--- config.mk ---
export PLATFORM = sky130hd
export DESIGN_NAME = vtx1_eval_arbiter
export DESIGN_NICKNAME = d
export VERILOG_FILES = /design/src/rtl/vtx1_eval_arbiter.sv
export SDC_FILE = /design/constraint.sdc
export NUM_CORES = 1
export LEC_CHECK = 0
export ABC_AREA = 1
export CORE_MARGIN = 1
export CORE_UTILIZATION = 45
export DETAILED_ROUTE_END_ITERATION = 8
export HOLD_SLACK_MARGIN = 0.03
export PLACE_DENSITY = 0.91
export SETUP_SLACK_MARGIN = 0.15
export SLEW_MARGIN = 20
export SYNTH_ARGS = -nofsm -noshare
export SYNTH_HDL_FRONTEND = slang
export SYNTH_SLANG_ARGS = --single-unit
--- constraint.sdc ---
create_clock -name clk -period 2.86 [get_ports clk]
set_input_delay 0.572 -clock clk [delete_from_list [all_inputs] [get_ports clk]]
set_output_delay 0.572 -clock clk [all_outputs]
set_load 0.01 [all_outputs]
--- src/rtl/vtx1_eval_arbiter.sv ---
// Round-robin arbiter sharing one combinational vtx1 evaluator among NUM_REQ requesters.
// Registers the granted vector onto the function inputs and returns the captured result.
module vtx1_eval_arbiter #(
  parameter int unsigned NUM_REQ = 2,
  parameter int unsigned VEC_W   = 27,
  parameter int unsigned CNT_W   = 16,
  localparam int unsigned IdW    = (NUM_REQ > 1) ? $clog2(NUM_REQ) : 1
) (
  input  logic                     clk,
  input  logic                     rst,
  input  logic [NUM_REQ-1:0]       req_valid,
  input  logic [NUM_REQ*VEC_W-1:0] req_vec,
  output logic [NUM_REQ-1:0]       req_ready,
  output logic [VEC_W-1:0]         fn_x,
  input  logic                     fn_y,
  output logic                     rsp_valid,
  input  logic                     rsp_ready,
  output logic [IdW-1:0]           rsp_id,
  output logic                     rsp_y,
  input  logic                     clr_counts,
  output logic [CNT_W-1:0]         eval_count,
  output logic [CNT_W-1:0]         hit_count
);

  typedef enum logic [1:0] {StIdle, StEval, StHold} state_e;

  state_e             state_q, state_d;
  logic [VEC_W-1:0]   fn_x_q, fn_x_d;
  logic [IdW-1:0]     gid_q, gid_d;
  logic [IdW-1:0]     rr_ptr_q, rr_ptr_d;
  logic               rsp_valid_q, rsp_valid_d;
  logic [IdW-1:0]     rsp_id_q, rsp_id_d;
  logic               rsp_y_q, rsp_y_d;
  logic [CNT_W-1:0]   eval_count_q, eval_count_d;
  logic [CNT_W-1:0]   hit_count_q, hit_count_d;

  logic               accept_ok;
  logic               accept;
  logic               grant_found;
  logic [IdW-1:0]     grant;
  logic [IdW-1:0]     cand;
  int unsigned        cand_int;

  // Search starts one past the last grant so every requester gets a turn.
  always_comb begin
    grant       = '0;
    grant_found = 1'b0;
    cand_int    = 0;
    cand        = '0;
    for (int unsigned k = 1; k <= NUM_REQ; k++) begin
      cand_int = (32'(rr_ptr_q) + k) % NUM_REQ;
      cand     = IdW'(cand_int);
      if (!grant_found && req_valid[cand]) begin
        grant       = cand;
        grant_found = 1'b1;
      end
    end
  end

  assign accept_ok = (state_q == StIdle) || ((state_q == StHold) && rsp_ready);
  assign accept    = accept_ok && grant_found;
  assign req_ready = accept ? (NUM_REQ'(1) << grant) : '0;

  always_comb begin
    state_d      = state_q;
    fn_x_d       = fn_x_q;
    gid_d        = gid_q;
    rr_ptr_d     = rr_ptr_q;
    rsp_valid_d  = rsp_valid_q;
    rsp_id_d     = rsp_id_q;
    rsp_y_d      = rsp_y_q;
    eval_count_d = eval_count_q;
    hit_count_d  = hit_count_q;

    unique case (state_q)
      StIdle: begin
        if (accept) state_d = StEval;
      end
      StEval: begin
        rsp_valid_d = 1'b1;
        rsp_y_d     = fn_y;
        rsp_id_d    = gid_q;
        state_d     = StHold;
        if (eval_count_q != '1) eval_count_d = eval_count_q + 1'b1;
        if (fn_y && (hit_count_q != '1)) hit_count_d = hit_count_q + 1'b1;
      end
      StHold: begin
        if (rsp_ready) begin
          rsp_valid_d = 1'b0;
          state_d     = accept ? StEval : StIdle;
        end
      end
      default: state_d = StIdle;
    endcase

    // fn_x only moves on an accept so the shared function never sees a stray vector.
    if (accept) begin
      fn_x_d   = req_vec[grant*VEC_W +: VEC_W];
      gid_d    = grant;
      rr_ptr_d = grant;
    end

    if (clr_counts) begin
      eval_count_d = '0;
      hit_count_d  = '0;
    end
  end

  always_ff @(posedge clk or posedge rst) begin
    if (rst) begin
      state_q      <= StIdle;
      fn_x_q       <= '0;
      gid_q        <= '0;
      rr_ptr_q     <= IdW'(NUM_REQ - 1);
      rsp_valid_q  <= 1'b0;
      rsp_id_q     <= '0;
      rsp_y_q      <= 1'b0;
      eval_count_q <= '0;
      hit_count_q  <= '0;
    end else begin
      state_q      <= state_d;
      fn_x_q       <= fn_x_d;
      gid_q        <= gid_d;
      rr_ptr_q     <= rr_ptr_d;
      rsp_valid_q  <= rsp_valid_d;
      rsp_id_q     <= rsp_id_d;
      rsp_y_q      <= rsp_y_d;
      eval_count_q <= eval_count_d;
      hit_count_q  <= hit_count_d;
    end
  end

  assign fn_x       = fn_x_q;
  assign rsp_valid  = rsp_valid_q;
  assign rsp_id     = rsp_id_q;
  assign rsp_y      = rsp_y_q;
  assign eval_count = eval_count_q;
  assign hit_count  = hit_count_q;

endmodule

==> results of run 1 <==
-- metal layers --
layer / routed length, µm / vias up
met5: 0 / -
met4: 248 / 0
met3: 649 / 24
met2: 4382 / 154
met1: 3670 / 1606
li1: - / 1744
-- layout make-up --
| type | instances | area (µm²) |
|---|---|---|
| fillers | 569 | 2326 |
| well taps | 99 | 123.9 |
| inverters | 39 | 146.4 |
| flip-flops and latches | 66 | 1653 |
| clock inverters | 2 | 35.03 |
| multi-input cells | 357 | 1577 |
| repair buffers | 130 | 1301 |
| clock buffers | 13 | 168.9 |
-- worst max-delay path by stage --
stage / cells past startpoint / start / to
floorplan: 1 / rst / eval_count[0]
global placement: 6 / req_valid[1] / req_ready[1]
detailed placement: 6 / req_valid[0] / req_ready[1]
CTS: 6 / req_valid[0] / req_ready[1]
global route: 6 / rsp_ready / req_ready[1]
finish: 6 / rsp_ready / req_ready[1]
-- synth_stat cells (all sizes together) --
master	number	area share
clkbuf	1	0.0011
buf	11	0.022
dfrtp	65	0.47
and2	1	0.0018
nand3	52	0.077
ha	2	0.0072
o21ai	14	0.020
nand2	195	0.21
nand3b	1	0.0022
xor2	10	0.025
nor3	2	0.0062
inv	39	0.042
nand4	6	0.011
a21boi	1	0.0022
a21oi	6	0.0087
dfstp	1	0.0076
nor2	67	0.081
-- flip-flops by register name (all words and copies together) (netlist names), 2 cells and up --
name / count
state_q: 2
fn_x: 27
eval_count: 16
hit_count: 16
-- cell families (layout without fill, tap and decap cells) --
group,Yosys count,after routing,synth area share
simple gates,324,324,0.3919
buf+inv,51,184,0.06592
flops,66,66,0.4785
xor+xnor,10,10,0.02535
fa+ha+maj,2,2,0.007243
compound gates,21,21,0.03115
-- worst max-delay path, delay by kind of cell --
kind                   cells  cell delay, ps
buffers and inverters      3            1080
and+or+nand+nor            3             410
-- power by group through the flow --
| stage | combinational (mW) | sequential (mW) | clock, mW |
|---|---|---|---|
| 2_1_floorplan | 0.501 | 1.44 | 0 |
| 3_3_place_gp | 1.22 | 1.34 | 0 |
| 3_5_place_dp | 1.26 | 1.35 | 0 |
| 4_1_cts | 1.27 | 1.35 | 0.818 |
| 5_1_grt | 1.38 | 1.37 | 0.864 |
| 6_report | 1.25 | 1.35 | 0.807 |
-- repair_timing --
item | 4_1_cts | 5_1_grt
endpoints found under the setup margin | 0 | 2
gates resized for setup | 0 | 2
hold buffers | 0 | 0
==> run_results.csv, run 1 <==
group,metric,value,unit
status,status,"finished, final reports clean",
detailed_routing,wl,8951,µm
pwr,switching_power,1.117,mW
clocking,clockRootBuffer,"clkbuf_8",
finish,final_layout_size_suffix_gt1_frac,0.06096,
finish,final_nets,666,
detailed_routing,wl_per_cell,12.68,µm
global_route,grt_max_degree,41,
pwr,clkPwrFrac,0.237,
die,die_h,89.62,µm
global_route,grt.overflow.total,0,
sta,holdWs,487.3,ps
clocking,cts_inserted_buffers,9,
die,io_pins,125,
detailed_routing,num_vias,3528,
pwr,intPower,2.288,mW
synthesis,yosysSeqAreaShare,0.4784,
synthesis,ys_seq_elements,66,
detailed_routing,dr.pass1.iters,4,
pwr,ir_drop,0.0006092,V
synthesis,synth_cells,474,
global_route,grt_first_pass_wirelength,14930,µm
pwr,pwr-share-seq,0.395,
clocking,clk_latency,340,ps
detailed_routing,remaining_drc_errors,0,
finish,syn_to_final_growth,44.88,%
detailed_routing,drt_iter0_drc,171,
global_route,grt_pass1_vias,3450,
sta,fmax,377.9,MHz
detailed_routing,vias_per_cell,4.997,
sta,layout_setup_ws,213.8,ps
global_route,use_met3,0.05302,
worst_setup_path,cp.required,2290,ps
clocking,clockBufferDepth,2,
min_path,whs_path_depth,2,
die,rows,31,
clocking,cts_setup_buffers,0,
synthesis,synth_nets,537,
global_route,grtUsageTotal,0.2442,
worst_setup_path,r2r-start,"eval_count[1]",
detailed_routing,ant_nets,0,
worst_setup_path,r2r_end,"eval_count[7]",
placed_design,dp_worst_setup_slack,184.9,ps
worst_setup_path,path_cells,"clkdlybuf4s50_1, nor2_2, nor3_4, nand2_2, inv_2, clkdlybuf4s50_1",
sta,period_needed,2646,ps
finish,final_core_util,0.6827,
global_route,top_usage_layer,"met2",
pwr,switching_share,0.3281,
worst_setup_path,cp.arrival,2070,ps
placed_design,port_buffers,124,
synthesis,synth_warnings,0,
min_path,hold_path_class,"reg2reg",
sta,worst-slew-pin-transition,583.5,ps
global_route,use_met1,0.2862,
worst_setup_path,worstSetupPathType,"in2out",
worst_setup_path,crit_path_frequent_cell,"clkdlybuf4s50_1",
worst_setup_path,critPathMaxFanout,4,
pwr,p_leak,2.287,nW
synthesis,netlist_area,3455,µm²
synthesis,avgSynthCellArea,7.288,µm²
placed_design,hpwl,6536,µm
clocking,clock-sinks,66,
sta,fin_worst_skew,9.328,ps
finish,final_common_cell,"nand2_1",
worst_setup_path,reg2reg_depth,9,
min_path,hp-start,"rr_ptr_q",
pwr,power.total,3.405,mW
placed_design,gp_congestion,0.8423,
clocking,htreeDepth,3,
die,start_util,0.4712,
pwr,p_per_area,680.3,nW/µm²
global_route,grtUsageMet2,0.4201,
worst_setup_path,reg2reg_setup_slack,880,ps
synthesis,synth_cell_types,26,
die,coreArea,7331,µm²
clocking,clkTransAtPathRegs,70,ps
min_path,hold_end,"rr_ptr_q",
finish,fin_area,5005,µm²
worst_setup_path,cp-end-kind,"output pin",
finish,layout_common_cells,"nand2_1 (192), clkdlybuf4s50_1 (123), dfrtp_1 (65)",
sta,drv_slew,0,
worst_setup_path,startpoint_type,"primary input",
sta,rsz0062_at_grt,"false",
sta,fin_crit_sh,0.9252,
worst_setup_path,worst_path_largest_cell_delay,530,ps
die,die_w,89.62,µm
pwr,pwr-share-comb,0.368,
clocking,cts_tree,"built",
sta,slew_headroom,0.6104,
placed_design,placed_cell_area,4796,µm²
global_route,antenna_found_initial,0,
placed_design,dp.cells,691,
flow_run,drv_cap,0,
sta,finalHoldViolCount,0,
worst_setup_path,cp_slowest_cell,"clkdlybuf4s50_1",
sta,setup_viol,0,
finish,n_antenna_cell,0,
sta,setup_tns,0,ps
finish,fin_cells,706,
die,die_area,8031,µm²
(Power assumes the default switching activity.)
==> inputs of run 2 (changes only) <==
--- a/config.mk
+++ b/config.mk
@@ -16,3 +16,4 @@
 export SYNTH_ARGS = -nofsm -noshare
 export SYNTH_HDL_FRONTEND = slang
 export SYNTH_SLANG_ARGS = --single-unit
+export TNS_END_PERCENT = 100
==> results of run 2 <==
Same layout as run 1: the final DEF is identical, and so are final timing and power.
==> inputs of run 3 (changes only) <==
==> constraint.sdc (replaced) <==
create_clock -name clk -period 2.86 [get_ports clk]
set_input_delay 0.572 -clock clk [delete_from_list [all_inputs] [get_ports clk]]
set_output_delay 0.572 -clock clk [all_outputs]
set_load 0.1 [all_outputs]
==> run_results.csv, run 3 (synthesis results as in run 1) <==
group,metric,value,unit
pwr,p_per_area,995.5,nW/µm²
clocking,clockRootBuffer,"clkbuf_8",
detailed_routing,wl_per_cell,12.71,µm
global_route,grt.overflow.total,0,
placed_design,hpwl,6653,µm
worst_setup_path,r2r-start,"eval_count[0]",
finish,fin_area,4831,µm²
worst_setup_path,reg2reg_setup_slack,940,ps
clocking,clk_latency,330,ps
finish,layout_common_cells,"nand2_1 (193), buf_4 (66), dfrtp_1 (65)",
min_path,hp-start,"rr_ptr_q",
detailed_routing,ant_nets,0,
placed_design,gp_congestion,0.8301,
sta,slew_headroom,0.5940,
placed_design,placed_cell_area,4653,µm²
sta,fin_worst_skew,7.219,ps
pwr,ir_drop,0.001028,V
worst_setup_path,critPathMaxFanout,4,
finish,final_nets,665,
flow_run,drv_cap,0,
die,rows,31,
worst_setup_path,worstSetupPathType,"in2out",
sta,worst-slew-pin-transition,608.0,ps
sta,fmax,431.9,MHz
die,die_area,8031,µm²
global_route,grt_first_pass_wirelength,14190,µm
sta,drv_slew,0,
sta,period_needed,2315,ps
min_path,hold_path_class,"reg2reg",
clocking,clockBufferDepth,2,
global_route,grtUsageTotal,0.2310,
die,io_pins,125,
global_route,use_met3,0.06399,
sta,fin_crit_sh,0.8096,
global_route,grt_pass1_vias,3354,
finish,largest_reg_flops,27,
finish,final_layout_size_suffix_gt1_frac,0.1636,
clocking,clkTransAtPathRegs,60,ps
die,coreArea,7331,µm²
global_route,antenna_found_initial,0,
clocking,cts_resized,0,
detailed_routing,remaining_drc_errors,0,
global_route,top_usage_layer,"met2",
clocking,htreeDepth,3,
pwr,power.total,4.809,mW
global_route,grtUsageMet2,0.3981,
worst_setup_path,startpoint_type,"primary input",
clocking,cts_tree,"built",
detailed_routing,drt_iter0_drc,166,
clocking,cts_inserted_buffers,9,
detailed_routing,wl,8947,µm
clocking,ctsHoldBuffers,0,
sta,rsz0062_at_grt,"false",
detailed_routing,vias_per_cell,5.023,
die,start_util,0.4712,
finish,final_common_cell,"nand2_1",
global_route,grt_max_degree,41,
placed_design,port_buffers,124,
sta,finalHoldViolCount,0,
pwr,p_leak,2.363,nW
sta,setup_tns,0,ps
worst_setup_path,cp-end-kind,"output pin",
die,die_w,89.62,µm
worst_setup_path,cp-startpoint,"req_valid[0]",
detailed_routing,dr.pass1.iters,5,
finish,n_antenna_cell,0,
worst_setup_path,cp.required,2290,ps
clocking,clock-sinks,66,
status,status,"finished, final reports clean",
clocking,cts_setup_buffers,0,
sta,setup_viol,0,
worst_setup_path,cp.arrival,1740,ps
die,die_h,89.62,µm
detailed_routing,num_vias,3536,
finish,syn_to_final_growth,39.84,%
global_route,use_met1,0.2707,
## run 3: where the power goes
group | leakage, nW | switching (mW) | internal [mW]
clock | 0.0903 | 0.330 | 0.375
combinational | 1.41 | 2.18 | 0.565
sequential | 0.861 | 0.175 | 1.18
total | 2.36 | 2.69 | 2.12
## run 3: final cells by class
class / instances / area (µm²)
inverters: 39 / 146.4
multi-input cells: 357 / 1574
clock buffers: 12 / 165.2
clock inverters: 2 / 12.51
flip-flops and latches: 66 / 1653
fillers: 595 / 2500
well taps: 99 / 123.9
repair buffers: 129 / 1156
## run 3: routing by layer
| metal | share of wire | vias to the layer above |
|---|---|---|
| met4 | 0.020 | 0 |
| met5 | 0 | - |
| li1 | - | 1731 |
| met3 | 0.063 | 20 |
| met2 | 0.50 | 147 |
| met1 | 0.42 | 1638 |
## run 3: metrics by stage
step / setup slack (ps) / hold slack, ps / cells / util
after floorplan: 634.8 / 443.3 / 474 / -
after global placement: 543.4 / 459.3 / 690 / 0.6348
after detailed placement: 538.2 / 481.5 / 690 / 0.6348
after CTS: 536.1 / 498.7 / 704 / 0.6590
after global routing: 471.0 / 525.4 / 704 / 0.6590
final: 544.6 / 495.0 / 704 / 0.6590
## run 3: final timing paths
check / to / depth (start not counted)
setup / recovery: req_ready[1] / 6
hold / removal: rr_ptr_q / 2
setup reg to reg: eval_count[8] / 9
hold reg to reg: rr_ptr_q / 2
max in group asynchronous: rr_ptr_q / 3
min in group asynchronous: fn_x[11] / 2
## run 3: critical path, stage by stage
cell and delay [ps]:
clkdlybuf4s50_1 480, nor2_1 70, nor3_4 220, nand2_1 130
inv_2 100, buf_12 170
==> variant, RTL diff (flow settings as in run 1) <==
The parameter `VEC_W` goes from 27 to 54.
--- a/src/rtl/vtx1_eval_arbiter.sv
+++ b/src/rtl/vtx1_eval_arbiter.sv
@@ -4,3 +4,3 @@
   parameter int unsigned NUM_REQ = 2,
-  parameter int unsigned VEC_W   = 27,
+  parameter int unsigned VEC_W   = 54,
   parameter int unsigned CNT_W   = 16,
Ports: changed (resized fn_x and req_vec); port bits go from 125 to 206. The function was not compared with the original's and may differ.
==> variant against run 1 <==
Combinational power grew 74%. Sequential cell count increased by 27. Routed wire length is 48% higher. Synthesized area rose by 35%. Final area rose by 40%. Die area increased by 34%. Power increased by 49%. Sequential share of layout area is 0.17 points higher. First-iteration DRC count up 5.8%. Setup slack improved by 0.088 ns. Hold slack improved by 0.0048 ns. Critical path type unchanged. Clock power is 14% higher. Critical path depth did not move.
==> variant: results <==
[run_status]
outcome = complete, no violations

[worst_setup_path]
cp_data_arrival_time_ns = 1.99
cp_max_fo = 2

[pwr]
p_clk_uw = 916
p_comb_mw = 2.17
p_sw_mw = 1.81
ir_drop_uv = 524

[detailed_routing]
wl_met1_um = 5340
drt_iter0_markers = 181
wl_per_cell_um = 13.6

[logic_synthesis]
synth_fa_ha_area_share_pct = 0.537
synth_compound_area_share_pct = 2.77
synth.area.top_cells = dfrtp_1 (49%), nand2_1 (22%), nand3_1 (9.1%), nor2_1 (5.2%), inv_1 (3.4%)
synthTopCellsByCount = nand2_1 (273), dfrtp_1 (92), nand3_1 (85)
ys_seq_area_share_pct = 50.0
synth_xor_area_share_pct = 0.564
synth.distinct_cells = 27
syn-num-nets = 752

[grt]
grt_use_met3_pct = 7.17
gr-usage-met1_pct = 30.3
use_met2_pct = 43.6
grt_pass1_vias = 4612

[cells_and_area]
nets = 952

[placement]
io_buffers = 205
hpwl_um = 9520
gp_congestion = 0.859

[clock_network]
clk_pin_slew_ns = 0.09
[variant: cell types whose count changed in the layout (fill, tap and decap cells not counted), moves of 4 or more]
| cell | before | now |
|---|---|---|
| dfrtp_1 | 65 | 92 |
| nor2_1 | 60 | 65 |
| nand2_1 | 192 | 273 |
| clkinvlp_4 | 0 | 4 |
| nand3_1 | 51 | 85 |
| inv_1 | 35 | 41 |
| xor2_1 | 10 | 3 |
| clkdlybuf4s50_1 | 123 | 204 |
[variant: final cells by class]
class | count | area [sq um]
clock inverter | 7 | 81.3
timing repair buffer | 210 | 2100
tap | 133 | 166
inverter | 48 | 184
fill | 804 | 2890
sequential | 93 | 2330
multi-input combinational | 473 | 2030
clock buffer | 9 | 124
[variant: metrics by stage]
stage / setup WS [ns] / power [mW] / cell area [sq um] / cells / utilization [%]
after global routing: 0.257 / 5.43 / 7020 / 973 / 70.8
final: 0.302 / 5.09 / 7020 / 973 / 70.8
after detailed placement: 0.217 / 4.19 / 6810 / 957 / 68.7
after CTS: 0.209 / 5.14 / 7010 / 973 / 70.8
after global placement: 0.245 / 4.15 / 6810 / 957 / 68.7
after floorplan: 1.08 / 2.99 / 4660 / 635 / -
[variant: final timing paths]
kind,startpoint,endpoint,slack [ns],cells after the start
setup / recovery,req_valid[0],req_ready[0],0.30,6
setup reg to reg,state_q[1],fn_x[47],1.16,8
min in group asynchronous,rst,fn_x[16],0.69,3
max in group asynchronous,rst,rr_ptr_q,1.74,3
hold reg to reg,state_q[0],state_q[1],0.49,1
hold / removal,state_q[0],state_q[1],0.49,1
[variant: worst max-delay path: stages]
cell and delay (ns):
clkdlybuf4s50_1 0.52, nand2_1 0.07, nand2_1 0.05, inv_1 0.08, nor2_4 0.13, clkdlybuf4s50_1 0.56
